[src/rtl/ser_packet_pkg.sv]
// Shared types and defaults for the serial packet demultiplexer.
package ser_packet_pkg;

    typedef enum logic [2:0] {
        HUNT,
        ADDR,
        LEN,
        DATA,
        PARITY,
        DONE
    } state_t;

    localparam int         DEF_NUM_CH    = 4;
    localparam int         DEF_LEN_W     = 4;
    localparam int         DEF_START_LEN = 4;
    localparam logic [3:0] DEF_START_PAT = 4'b1101;

    function automatic int max_w(input int a, input int b);
        return (a > b) ? a : b;
    endfunction

endpackage

[src/rtl/ser_packet_demux_start_det.sv]
// Start-pattern detector: shift history plus a saturating fill counter so that
// a match is only reported once START_LEN real bits have been seen.
module ser_start_det
    import ser_packet_pkg::*;
#(
    parameter int                   START_LEN = DEF_START_LEN,
    parameter logic [START_LEN-1:0] START_PAT = START_LEN'(DEF_START_PAT)
) (
    input  logic clk,
    input  logic clear_i,
    input  logic en_i,
    input  logic bit_i,
    output logic match_o
);
    localparam int FILL_W = $clog2(START_LEN + 1);

    logic [START_LEN-1:0] hist_q, hist_d;
    logic [FILL_W-1:0]    fill_q, fill_d;

    always_comb begin
        hist_d = (hist_q << 1) | START_LEN'(bit_i);
        fill_d = (fill_q == FILL_W'(START_LEN)) ? fill_q : fill_q + 1'b1;
    end

    // Match looks at the history including the bit arriving this cycle.
    assign match_o = en_i && (fill_d == FILL_W'(START_LEN)) && (hist_d == START_PAT);

    always_ff @(posedge clk) begin
        if (clear_i) begin
            hist_q <= '0;
            fill_q <= '0;
        end else if (en_i) begin
            hist_q <= hist_d;
            fill_q <= fill_d;
        end
    end

endmodule

[src/rtl/ser_packet_demux.sv]
// Serial packet receiver: start hunt, address, length, payload steering.
// Optional trailing even-parity bit when SER_PACKET_PARITY_EN is defined.
module ser_packet_demux
    import ser_packet_pkg::*;
#(
    parameter int                   NUM_CH    = DEF_NUM_CH,
    parameter int                   ADDR_W    = $clog2(NUM_CH),
    parameter int                   LEN_W     = DEF_LEN_W,
    parameter int                   START_LEN = DEF_START_LEN,
    parameter logic [START_LEN-1:0] START_PAT = START_LEN'(DEF_START_PAT)
) (
    input  logic              clk,
    input  logic              rst,
    input  logic              serIn,
    output logic [NUM_CH-1:0] serOut,
    output logic [NUM_CH-1:0] serOutValid,
    output logic              busy,
    output logic              done,
    output logic              err
);
    localparam int CNT_W = max_w(ADDR_W, LEN_W);
`ifdef SER_PACKET_PARITY_EN
    localparam state_t POST_DATA = PARITY;
`else
    localparam state_t POST_DATA = DONE;
`endif

    state_t             state_q, state_d;
    logic [CNT_W-1:0]   cnt_q, cnt_d;
    logic [ADDR_W-1:0]  addr_q, addr_d;
    logic [LEN_W-1:0]   len_q, len_d;
    logic               match;
    logic               addr_ok;
    logic               pkt_bad;

    ser_start_det #(
        .START_LEN(START_LEN),
        .START_PAT(START_PAT)
    ) u_start_det (
        .clk     (clk),
        .clear_i (rst || (state_q == DONE)),
        .en_i    (state_q == HUNT),
        .bit_i   (serIn),
        .match_o (match)
    );

    always_comb begin
        state_d = state_q;
        cnt_d   = cnt_q;
        addr_d  = addr_q;
        len_d   = len_q;
        case (state_q)
            HUNT: begin
                if (match) begin
                    state_d = ADDR;
                    cnt_d   = CNT_W'(ADDR_W - 1);
                end
            end
            ADDR: begin
                addr_d = (addr_q << 1) | ADDR_W'(serIn);
                if (cnt_q == '0) begin
                    state_d = LEN;
                    cnt_d   = CNT_W'(LEN_W - 1);
                end else begin
                    cnt_d = cnt_q - 1'b1;
                end
            end
            LEN: begin
                len_d = (len_q << 1) | LEN_W'(serIn);
                if (cnt_q != '0) begin
                    cnt_d = cnt_q - 1'b1;
                end else if (len_d == '0) begin
                    state_d = POST_DATA;
                end else begin
                    state_d = DATA;
                    cnt_d   = CNT_W'(len_d - 1'b1);
                end
            end
            DATA: begin
                if (cnt_q == '0) state_d = POST_DATA;
                else             cnt_d   = cnt_q - 1'b1;
            end
            PARITY:  state_d = DONE;
            DONE:    state_d = HUNT;
            default: state_d = HUNT;
        endcase
    end

    always_ff @(posedge clk) begin
        if (rst) begin
            state_q <= HUNT;
            cnt_q   <= '0;
            addr_q  <= '0;
            len_q   <= '0;
        end else begin
            state_q <= state_d;
            cnt_q   <= cnt_d;
            addr_q  <= addr_d;
            len_q   <= len_d;
        end
    end

    // An out-of-range address marks the packet bad whatever its length.
    assign addr_ok = (32'(addr_q) < NUM_CH);

`ifdef SER_PACKET_PARITY_EN
    logic par_q, par_d, par_bad_q, par_bad_d;

    always_comb begin
        par_d     = par_q;
        par_bad_d = par_bad_q;
        case (state_q)
            HUNT:             begin par_d = 1'b0; par_bad_d = 1'b0; end
            ADDR, LEN, DATA:  par_d = par_q ^ serIn;
            PARITY:           par_bad_d = par_q ^ serIn;
            default:          ;
        endcase
    end

    always_ff @(posedge clk) begin
        if (rst) begin
            par_q     <= 1'b0;
            par_bad_q <= 1'b0;
        end else begin
            par_q     <= par_d;
            par_bad_q <= par_bad_d;
        end
    end

    assign pkt_bad = !addr_ok || par_bad_q;
`else
    assign pkt_bad = !addr_ok;
`endif

    for (genvar gi = 0; gi < NUM_CH; gi++) begin : g_ch
        assign serOutValid[gi] = (state_q == DATA) && (addr_q == ADDR_W'(gi));
        assign serOut[gi]      = serOutValid[gi] && serIn;
    end

    assign busy = (state_q != HUNT);
    assign done = (state_q == DONE);
    assign err  = done && pkt_bad;

endmodule

[config.mk]
export PLATFORM = sky130hd
export DESIGN_NAME = ser_packet_demux
export DESIGN_NICKNAME = d
export VERILOG_FILES = /design/src/rtl/ser_packet_pkg.sv /design/src/rtl/ser_packet_demux_start_det.sv /design/src/rtl/ser_packet_demux.sv
export SDC_FILE = /design/constraint.sdc
export NUM_CORES = 1
export LEC_CHECK = 0
export BUFFER_PORTS_ARGS = -buffer_cell sky130_fd_sc_hd__clkbuf_2
export CORE_MARGIN = 1.5
export CORE_UTILIZATION = 31
export DETAILED_ROUTE_END_ITERATION = 8
export SLEW_MARGIN = 10
export SYNTH_ARGS = -nofsm -noshare
export SYNTH_HDL_FRONTEND = slang
export SYNTH_HIERARCHICAL = 1
export SYNTH_SLANG_ARGS = --single-unit
export TNS_END_PERCENT = 1
[constraint.sdc]
create_clock -name clk -period 2.3 [get_ports clk]
set_input_delay 0.115 -clock clk [delete_from_list [all_inputs] [get_ports clk]]
set_output_delay 0.115 -clock clk [all_outputs]
set_load 0.02 [all_outputs]
# ---- Word-level counts from Yosys, hierarchy flattened
# Cells that the tools add are included.
dict set report classes {
  add_sub_neg 3
  eq_ne 17
  muxes 13
  bitwise_logic 3
  reduce_logical 20
}
# op count
set op_table {}
lappend op_table {{two-way mux 4 bit} 5}
lappend op_table {{two-way mux 3 bit} 6}
lappend op_table {{case mux 4 bit (4 select lines)} 1}
lappend op_table {{case mux 3 bit (5 select lines)} 1}
lappend op_table {{equality test 3 bit, second input constant} 4}
lappend op_table {{logical AND 1 bit} 10}
lappend op_table {{!= test 2 bit, second input constant} 5}
lappend op_table {{logical NOT 4 bit} 2}
lappend op_table {{bitwise OR 4 x 1 -> 4 bit} 2}
lappend op_table {{AND reduction 4 bit} 2}
lappend op_table {{nonzero test 4 bit} 2}
lappend op_table {{subtractor 4 x 1 -> 4 bit, second input constant} 2}
lappend op_table {{equality test 3 x 2 -> 1 bit, second input constant} 2}
lappend op_table {{equality test 2 bit, second input constant} 2}
lappend op_table {{equality test 4 bit, second input constant} 1}
lappend op_table {{adder 3 x 1 -> 3 bit, second input constant} 1}
lappend op_table {{equality test 3 x 1 -> 1 bit, second input constant} 1}
lappend op_table {{logical NOT 3 bit} 1}
lappend op_table {{!= test 3 bit, second input constant} 1}
lappend op_table {{nonzero test 3 bit} 1}
lappend op_table {{equality test 2 x 1 -> 1 bit, second input constant} 1}
lappend op_table {{logical NOT 2 bit} 1}
lappend op_table {{bitwise OR 2 x 1 -> 2 bit} 1}
lappend op_table {{logical OR 1 bit} 1}
dict set report totals {
  register_bits 18
  output_inout_bits 11
  word_cells 62
}

# ---- Depth between registers and ports, before layout
# Gate-level depths: netlist of run 1.
dict set report logic_depth {
  ltp_word 7
  ltp_mapped 10
}

# ---- Cells and area by module
# Netlist of run 1, hierarchy kept.
# mod n_inst cells_each area_per_inst_um2
set by_module_without_submodules {}
lappend by_module_without_submodules {ser_packet_demux 1 102 792.0}
lappend by_module_without_submodules {ser_start_det 1 32 305.3}

# ---- Least setup slack after synthesis of run 1
# OpenSTA, ideal clock, no wires.
dict set report synth_timing {
  path_type {register to register}
  startpoint {register state_q[2]}
  endpoint {register cnt_q[0]}
  setup_ps 86
  arrival_ps 1850
  required_ps 2214
  slack_ps 365
  stages_incl_launch_ff 11
  path_buffers 2
  period_less_slack_ps 1935
  path_cell_list {dfxtp_1 > clkbuf_1 > or3_1 > inv_1 > buf_6 > nand3_1 > a21oi_2 > nor3_1 > nor2_1 > a21oi_1 > a211oi_1}
}
dict set report synth_between {
  elab_chain_cells 5
  word_cells_on_any_way 12
  cone_classes {eq/ne (6); mux (1); reduce/logical (5)}
}
# element line_no
set synth_rtl {}
lappend synth_rtl {{start: declaration} ser_packet_demux.sv:28} ;# state_t state_q, state_d;
lappend synth_rtl {{start signal: assignment} ser_packet_demux.sv:96} ;# state_q <= state_d;
lappend synth_rtl {{logical NOT 3 bit} ser_packet_demux.sv:42} ;# .en_i (state_q == HUNT),
lappend synth_rtl {{logical AND 1 bit (2 in a row)} ser_packet_demux_start_det.sv:26} ;# assign match_o = en_i && (fill_d == FILL_W'(START_LEN)) && (hist_d == START_PAT);
lappend synth_rtl {{named net match} ser_packet_demux.sv:32} ;# logic match;
lappend synth_rtl {{!= test 2 bit (no line)} n/a}
lappend synth_rtl {{AND reduction 4 bit (no line)} n/a}
lappend synth_rtl {{end signal: assignment} ser_packet_demux.sv:97} ;# cnt_q <= cnt_d;
lappend synth_rtl {{end: declaration} ser_packet_demux.sv:29} ;# logic [CNT_W-1:0] cnt_q, cnt_d;
# The timed path passes the listed nets, and every way through them passes these cells.
# A chain may end at the register's enable or synchronous reset.

# ---- Worst setup path after layout of run 1
dict set report layout_timing {
  startpoint {register u_start_det.fill_q[0]}
  endpoint {register cnt_q[1]}
}
dict set report layout_between {
  elab_chain_cells 7
  word_cells_on_any_way 8
  cone_classes {add/sub (1); eq/ne (3); mux (1); reduce/logical (3)}
}
# element line_no
set layout_rtl {}
lappend layout_rtl {{start: declaration} ser_packet_demux_start_det.sv:18} ;# logic [FILL_W-1:0] fill_q, fill_d;
lappend layout_rtl {{start signal: assignment} ser_packet_demux_start_det.sv:34} ;# fill_q <= fill_d;
lappend layout_rtl {{adder 3 x 1 -> 3 bit or equality test 3 bit (tied branches)} ser_packet_demux_start_det.sv:22} ;# fill_d = (fill_q == FILL_W'(START_LEN)) ? fill_q : fill_q + 1'b1;
lappend layout_rtl {{two-way mux 3 bit *} ser_packet_demux_start_det.sv:22}
lappend layout_rtl {{named net u_start_det.fill_d[1]} ser_packet_demux_start_det.sv:18}
lappend layout_rtl {{equality test 3 bit *} ser_packet_demux_start_det.sv:26}
lappend layout_rtl {{logical AND 1 bit * (2 in a row)} ser_packet_demux_start_det.sv:26}
lappend layout_rtl {{named net match} ser_packet_demux.sv:32}
lappend layout_rtl {{!= test 2 bit (no line) *} n/a}
lappend layout_rtl {{AND reduction 4 bit (no line) *} n/a}
# Mark *: on every way through the listed nets, which the timed path passes. The rest lies on a longest branch.

==> metrics.txt, run 1 <==
status complete, no violations; Post-Syn Area 1100 sq um; max_slew headroom 62.2%; via density per instance 4.85; endpoint class of the critical path register; Skew-Pair Late Insertion Delay 290 ps; clk sinks 18; dominant cell by count in the synthesized netlist nor2_1; vias in the first global route 868; multiplexer area fraction after synthesis 7.30%; critical path class reg -> reg; Critical path buffers and inverters 1; Cell variety after synth 39; Area growth syn-to-layout 11.4%; top-area cell type share of the netlist area 32.8%; nets@finish 155; sequential-to-total area share from yosys stat 32.8%; Slew Viols, Final 0; slowest stage cell on the critical path dfxtp_1; crit-path cells inv_1 > ha_1 > nor4bb_1 > nand3_1 > a21oi_2 > nor3_1 > nor2_1 > a21oi_1 > o2bb2ai_1; wire per inst 11.1 um; top cell type by total area after synthesis dfxtp_1; Arr. time, crit path 2130 ps; Row Count 21; port buffer count 12; Clock Pin Slew Worst Setup and Hold Paths 110 ps; Final HPWL DP 1610 um; Clock Tree Buf Depth 2; antenna cell count 0; CP Launch Type register; final hold viol count 0; fmax 0.513 GHz; Seq cells post-synth 18; utilization after layout 36.3%; Main synth FF type dfxtp_1; Post-synth top cells nor2_1 (22), dfxtp_1 (18), inv_1 (10); CTS tree built; Synth Area in Adders 7.87%; clock buffer count from CTS 3; Worst path max stage delay 420 ps; Clock Skew 9.74 ps; Crit Path Max Fanout 5; Worst Tran Pin Value 566 ps; XOR/XNOR Fraction of Synth Area 3.99%; placed cell area 1190 sq um; unrepaired setup endpoints after global routing false; Synth Area in Compound Gates 16.2%; PD cells 475 nW/um^2; Post-synth ARST share 0%; DR pass1 iterations 3; post-synthesis cell count 134; Hold Worst Slack 170 ps; post-cts hold buffer count 0; final period utilization 84.7%; root buffer cell clkbuf_4; overall global routing resource usage 11.5%; Post-Synth Simple-Gate Area 24.7%; Iteration-0 DRC Markers 10; Post-CTS Setup Inserts 0; Post-CTS Resized 0; wirelength, routed 2120 um; fraction of layout cells with a size suffix above 1 15.9%; yosys warns 6; Tmin final 1950 ps; post-route design area 1220 sq um; min-delay worst type in -> reg; initial antenna violation count 0; setup_tns 0 ps; IO Count 14; Leak Pwr 0.474 nW; largest family of logic cells by synthesized area simple AND/OR/NAND/NOR gates; DIE AREA 3910 sq um; Overflow after GRT 0; Initial Util 32.6%; GPL Wtd Cong 0.838; Post-synth EDFFs 0; first-pass GRT wire length 3730 um; Final Setup Violations 0; Core Area 3360 sq um; DRC viols 0; Die Ht 62.5 um; Net Count, Synth 143; H-tree Lvls 1; MaxCap Viol Count 0; CP Data Required Time 2480 ps; largest net degree at the start of global routing 15; peak supply drop 325 uV; Routed Antenna Nets 0; Synth area leaders dfxtp_1 (33%), nor2_1 (7.5%), mux2i_1 (7.3%); Avg Inst Size Synth 8.19 sq um; Vias 926; Chip Width 62.5 um; kind of cell adding the most delay to the critical path simple AND/OR/NAND/NOR gates
## through the flow
step	worst slack (ps)	power [mW]	std cells
final	352	0.581	191
after floorplan	365	0.379	134
after global placement	434	0.389	187
after global routing	165	0.616	191
after detailed placement	378	0.392	187
after CTS	350	0.591	191
## worst paths after layout
| check | slack, ps | to | from | depth (start not counted) |
|---|---|---|---|---|
| worst min register to register | 510 | cnt_q[1]$_SDFFE_PP0P_ | cnt_q[1]$_SDFFE_PP0P_ | 1 |
| worst max-delay path | 350 | cnt_q[1]$_SDFFE_PP0P_ | u_start_det/fill_q[0]$_SDFFE_PP0P_ | 9 |
| worst max register to register | 350 | cnt_q[1]$_SDFFE_PP0P_ | u_start_det/fill_q[0]$_SDFFE_PP0P_ | 9 |
| worst min-delay path | 170 | len_q[0]$_SDFFE_PP0P_ | serIn | 3 |
## logic make-up after synthesis
group / after synthesis
XOR/XNOR: 5
multiplexers: 8
AND/OR/NAND/NOR: 53
flip-flops: 18
buffers and inverters: 16
adder cells (fa/ha/maj): 7
AO/OA/AOI/OAI: 26
other: 1
## state kept, by name, indices dropped and copies added (netlist names)
name                cells
cnt_q                   4
len_q                   3
u_start_det/hist_q      3
u_start_det/fill_q      3
state_q                 3
addr_q                  2
## worst min-delay path, delay by kind of cell
family | cells | cell delay (ps)
and+or+nand+nor | 1 | 70
buffers and inverters | 1 | 160
AOI/OAI and AO/OA | 1 | 80
## cell type report
type,count,area [sq um]
fillers,386,2140
multi-input cells,100,663
flip-flops and latches,18,360
clock buffers,4,36.3
inverters,10,37.5
well taps,46,57.6
repair buffers,13,67.6
## cells in the final DEF (no fill, tap or decap), types with 2 or more instances in the layout
cell        n
ha_1        6
xnor2_1     2
nor2_1     22
o21a_1      2
nand3_1     2
o2bb2ai_1   2
a21oi_1     7
nor3_1      9
or2_2       2
nor3b_1     3
inv_1      10
dfxtp_1    18
clkbuf_2   12
nand2b_1    2
xor2_1      3
mux2i_1     8
o32ai_1     2
o21ai_0     4
clkbuf_4    3
a32oi_1     2
nand2_1     6
## per-layer routing
metal	GRT usage [%]	routed length, um	vias to the layer above
met5	0	0	-
met3	2.16	23	4
met2	18.5	977	4
met4	5.83	21	0
li1	-	-	491
met1	14.6	1090	427
## where the power goes
part	switching, mW	internal (mW)
Combinational	0.0310	0.0227
Clock	0.0999	0.0964
Sequential	0.00943	0.322
Total	0.140	0.441
No activity file was read; power rests on OpenSTA's default activity.
==> inputs of run 2 (changes only) <==
==> constraint.sdc (replaced) <==
create_clock -name clk -period 1.9 [get_ports clk]
set_input_delay 0.095 -clock clk [delete_from_list [all_inputs] [get_ports clk]]
set_output_delay 0.095 -clock clk [all_outputs]
set_load 0.02 [all_outputs]
==> run 2 against run 1 <==
Count of clock-buffer cells in the layout fell by 1. Critical endpoint is now cnt_q[2]$_SDFFE_PP0P_. Sequential power rose by 21%. Sequential share of layout area shrank 1.3 points. Cell area grew 5.3%. Via count is 5.6% higher.
==> metrics.txt, run 2 (synthesis gave the netlist of run 1 again) <==
status complete, no violations; reg2reg path depth 9 (unchanged); utilization after layout 38.3% (+1.9 points); largest net degree at the start of global routing 14 (-1); fraction of layout cells with a size suffix above 1 23.8% (+8.0 points); root buffer cell clkbuf_4; vias in the first global route 961 (+11%); unrepaired setup endpoints after global routing true; Routed Antenna Nets 0 (unchanged); Clock Pin Slew Worst Setup and Hold Paths 110 ps (about the same); setup_tns 0 ps (unchanged); min-delay worst type in -> reg; post-cts hold buffer count 0 (unchanged); wirelength, routed 2360 um (+12%); Largest register FFs 4 (unchanged); DRC viols 0 (unchanged); wire per inst 12.0 um (+8.3%); reg-to-reg endpoint cnt_q[2]$_SDFFE_PP0P_; DIE AREA 3910 sq um (unchanged); GPL Wtd Cong 0.858 (+2.4%); PD cells 532 nW/um^2 (+12%); Worst Tran Pin Value 611 ps (+45.1 ps); antenna cell count 0 (unchanged); most common cell after layout, fill and taps aside nor2_1; Area growth syn-to-layout 17.3%; Non-Filler Instances 197 (+3.1%); total power 0.685 mW (+18%); peak supply drop 337 uV (+3.4%); Row Count 21 (unchanged); Tmin final 1830 ps (-121 ps); Final HPWL DP 1740 um (+8.2%); Core Area 3360 sq um (unchanged); fmax 0.547 GHz (+6.6%); Die Ht 62.5 um (unchanged); Placed Instances 192 (+2.7%); Vias 978 (+5.6%); setup slack, reg-to-reg 70 ps (-280 ps); DR pass1 iterations 4 (+1); Largest Register cnt_q; port buffer count 12 (unchanged); max_slew headroom 59.2% (-3.0 points); first-pass GRT wire length 4270 um (+15%); MaxCap Viol Count 0 (unchanged); H-tree Lvls 1 (unchanged); Arr. time, crit path 2010 ps (-120 ps); Slew Viols, Final 0 (unchanged); IO Count 14 (unchanged); Initial Util 32.6% (unchanged); Clock Skew 10.1 ps (+0.340 ps); overall global routing resource usage 13.3% (+1.8 points); hold-critical path depth 2 (-1); commonest cells after routing, fill and taps aside nor2_1 (22), dfxtp_1 (16), clkbuf_2 (12); endpoint class of the critical path register; Iteration-0 DRC Markers 22 (+12); critical path class reg -> reg; Leak Pwr 0.498 nW (+5.1%); CP Data Required Time 2080 ps (-400 ps); crit path from u_start_det/fill_q[0]$_SDFFE_PP0P_; via density per instance 4.96 (+2.4%); final period utilization 96.2% (+11 points); CP Launch Type register; Chip Width 62.5 um (unchanged); Crit Path Max Fanout 3 (-2); final hold viol count 0 (unchanged); nets@finish 162 (+4.5%); Final Setup Violations 0 (unchanged); R2R Path Start u_start_det/fill_q[0]$_SDFFE_PP0P_; initial antenna violation count 0 (unchanged); clk sinks 18 (unchanged); Skew-Pair Late Insertion Delay 300 ps (about the same); CTS tree built; Overflow after GRT 0 (unchanged); Clock Tree Buf Depth 2 (unchanged); Hold Worst Slack 152 ps (-18.0 ps); end of the critical path cnt_q[2]$_SDFFE_PP0P_; clock buffer count from CTS 3 (unchanged)
[run 2: cell types whose count changed in the layout (fill, tap and decap cells not counted), moves of 2 or more]
cell,before,now
ha_1,6,4
dfxtp_2,0,2
buf_4,1,8
dfxtp_1,18,16
[run 2: how the worst min path moves through the flow]
stage / startpoint / end
3_3_place_gp: serIn / len_q[0]$_SDFFE_PP0P_
3_5_place_dp: rst / state_q[0]$_SDFFE_PP0P_
5_1_grt: rst / state_q[0]$_SDFFE_PP0P_
6_report: rst / state_q[0]$_SDFFE_PP0P_
2_1_floorplan: serIn / len_q[0]$_SDFFE_PP0P_
4_1_cts: rst / state_q[0]$_SDFFE_PP0P_
[run 2: through the flow]
| step | setup slack [ps] | instance area (sq um) |
|---|---|---|
| 2_1_floorplan | 38.5 | 1100 |
| 3_3_place_gp | 146 | 1230 |
| 3_5_place_dp | 108 | 1230 |
| 4_1_cts | 69.4 | 1250 |
| 5_1_grt | -69.3 | 1290 |
| 6_report | 72.9 | 1290 |
[run 2: metal layers]
| layer | routed length [um] | up-vias | part of all wire [%] | track usage (%) |
|---|---|---|---|---|
| met1 | 1070 | 457 | 45 | 15.9 |
| met2 | 1160 | 14 | 49 | 22.4 |
| met5 | 0 | - | 0 | 0 |
| met3 | 56 | 9 | 2.4 | 2.52 |
| li1 | - | 498 | - | - |
| met4 | 75 | 0 | 3.2 | 7.22 |
[run 2: worst max-delay path: stages, from the launching register on]
cell and delay [ps]:
dfxtp_2 350, inv_2 50, ha_4 230, nor4bb_1 280
nand3_1 140, a21oi_2 140, nor3_1 60, nor2_1 240
a21oi_2 100, o2bb2ai_1 140
[run 2: report_power, final]
| part | total, mW | switching [mW] | internal [mW] |
|---|---|---|---|
| Clock | 0.193 | 0.119 | 0.0738 |
| Sequential | 0.399 | 0.00862 | 0.391 |
| Combinational | 0.0927 | 0.0483 | 0.0444 |
[run 2: area by class of cell]
type                       instances  area, sq um
timing repair buffer              20          120
tap                               46         57.6
clock buffer                       3         22.5
sequential                        18          363
inverter                          10         37.5
multi-input combinational        100          687
fill                             362         2080
[run 2: repair_timing]
action / CTS / global route
gates resized for setup: 0 / 6
hold endpoints to repair: 0 / 0
setup buffers: 0 / 2
endpoints found under the setup margin: 0 / 6
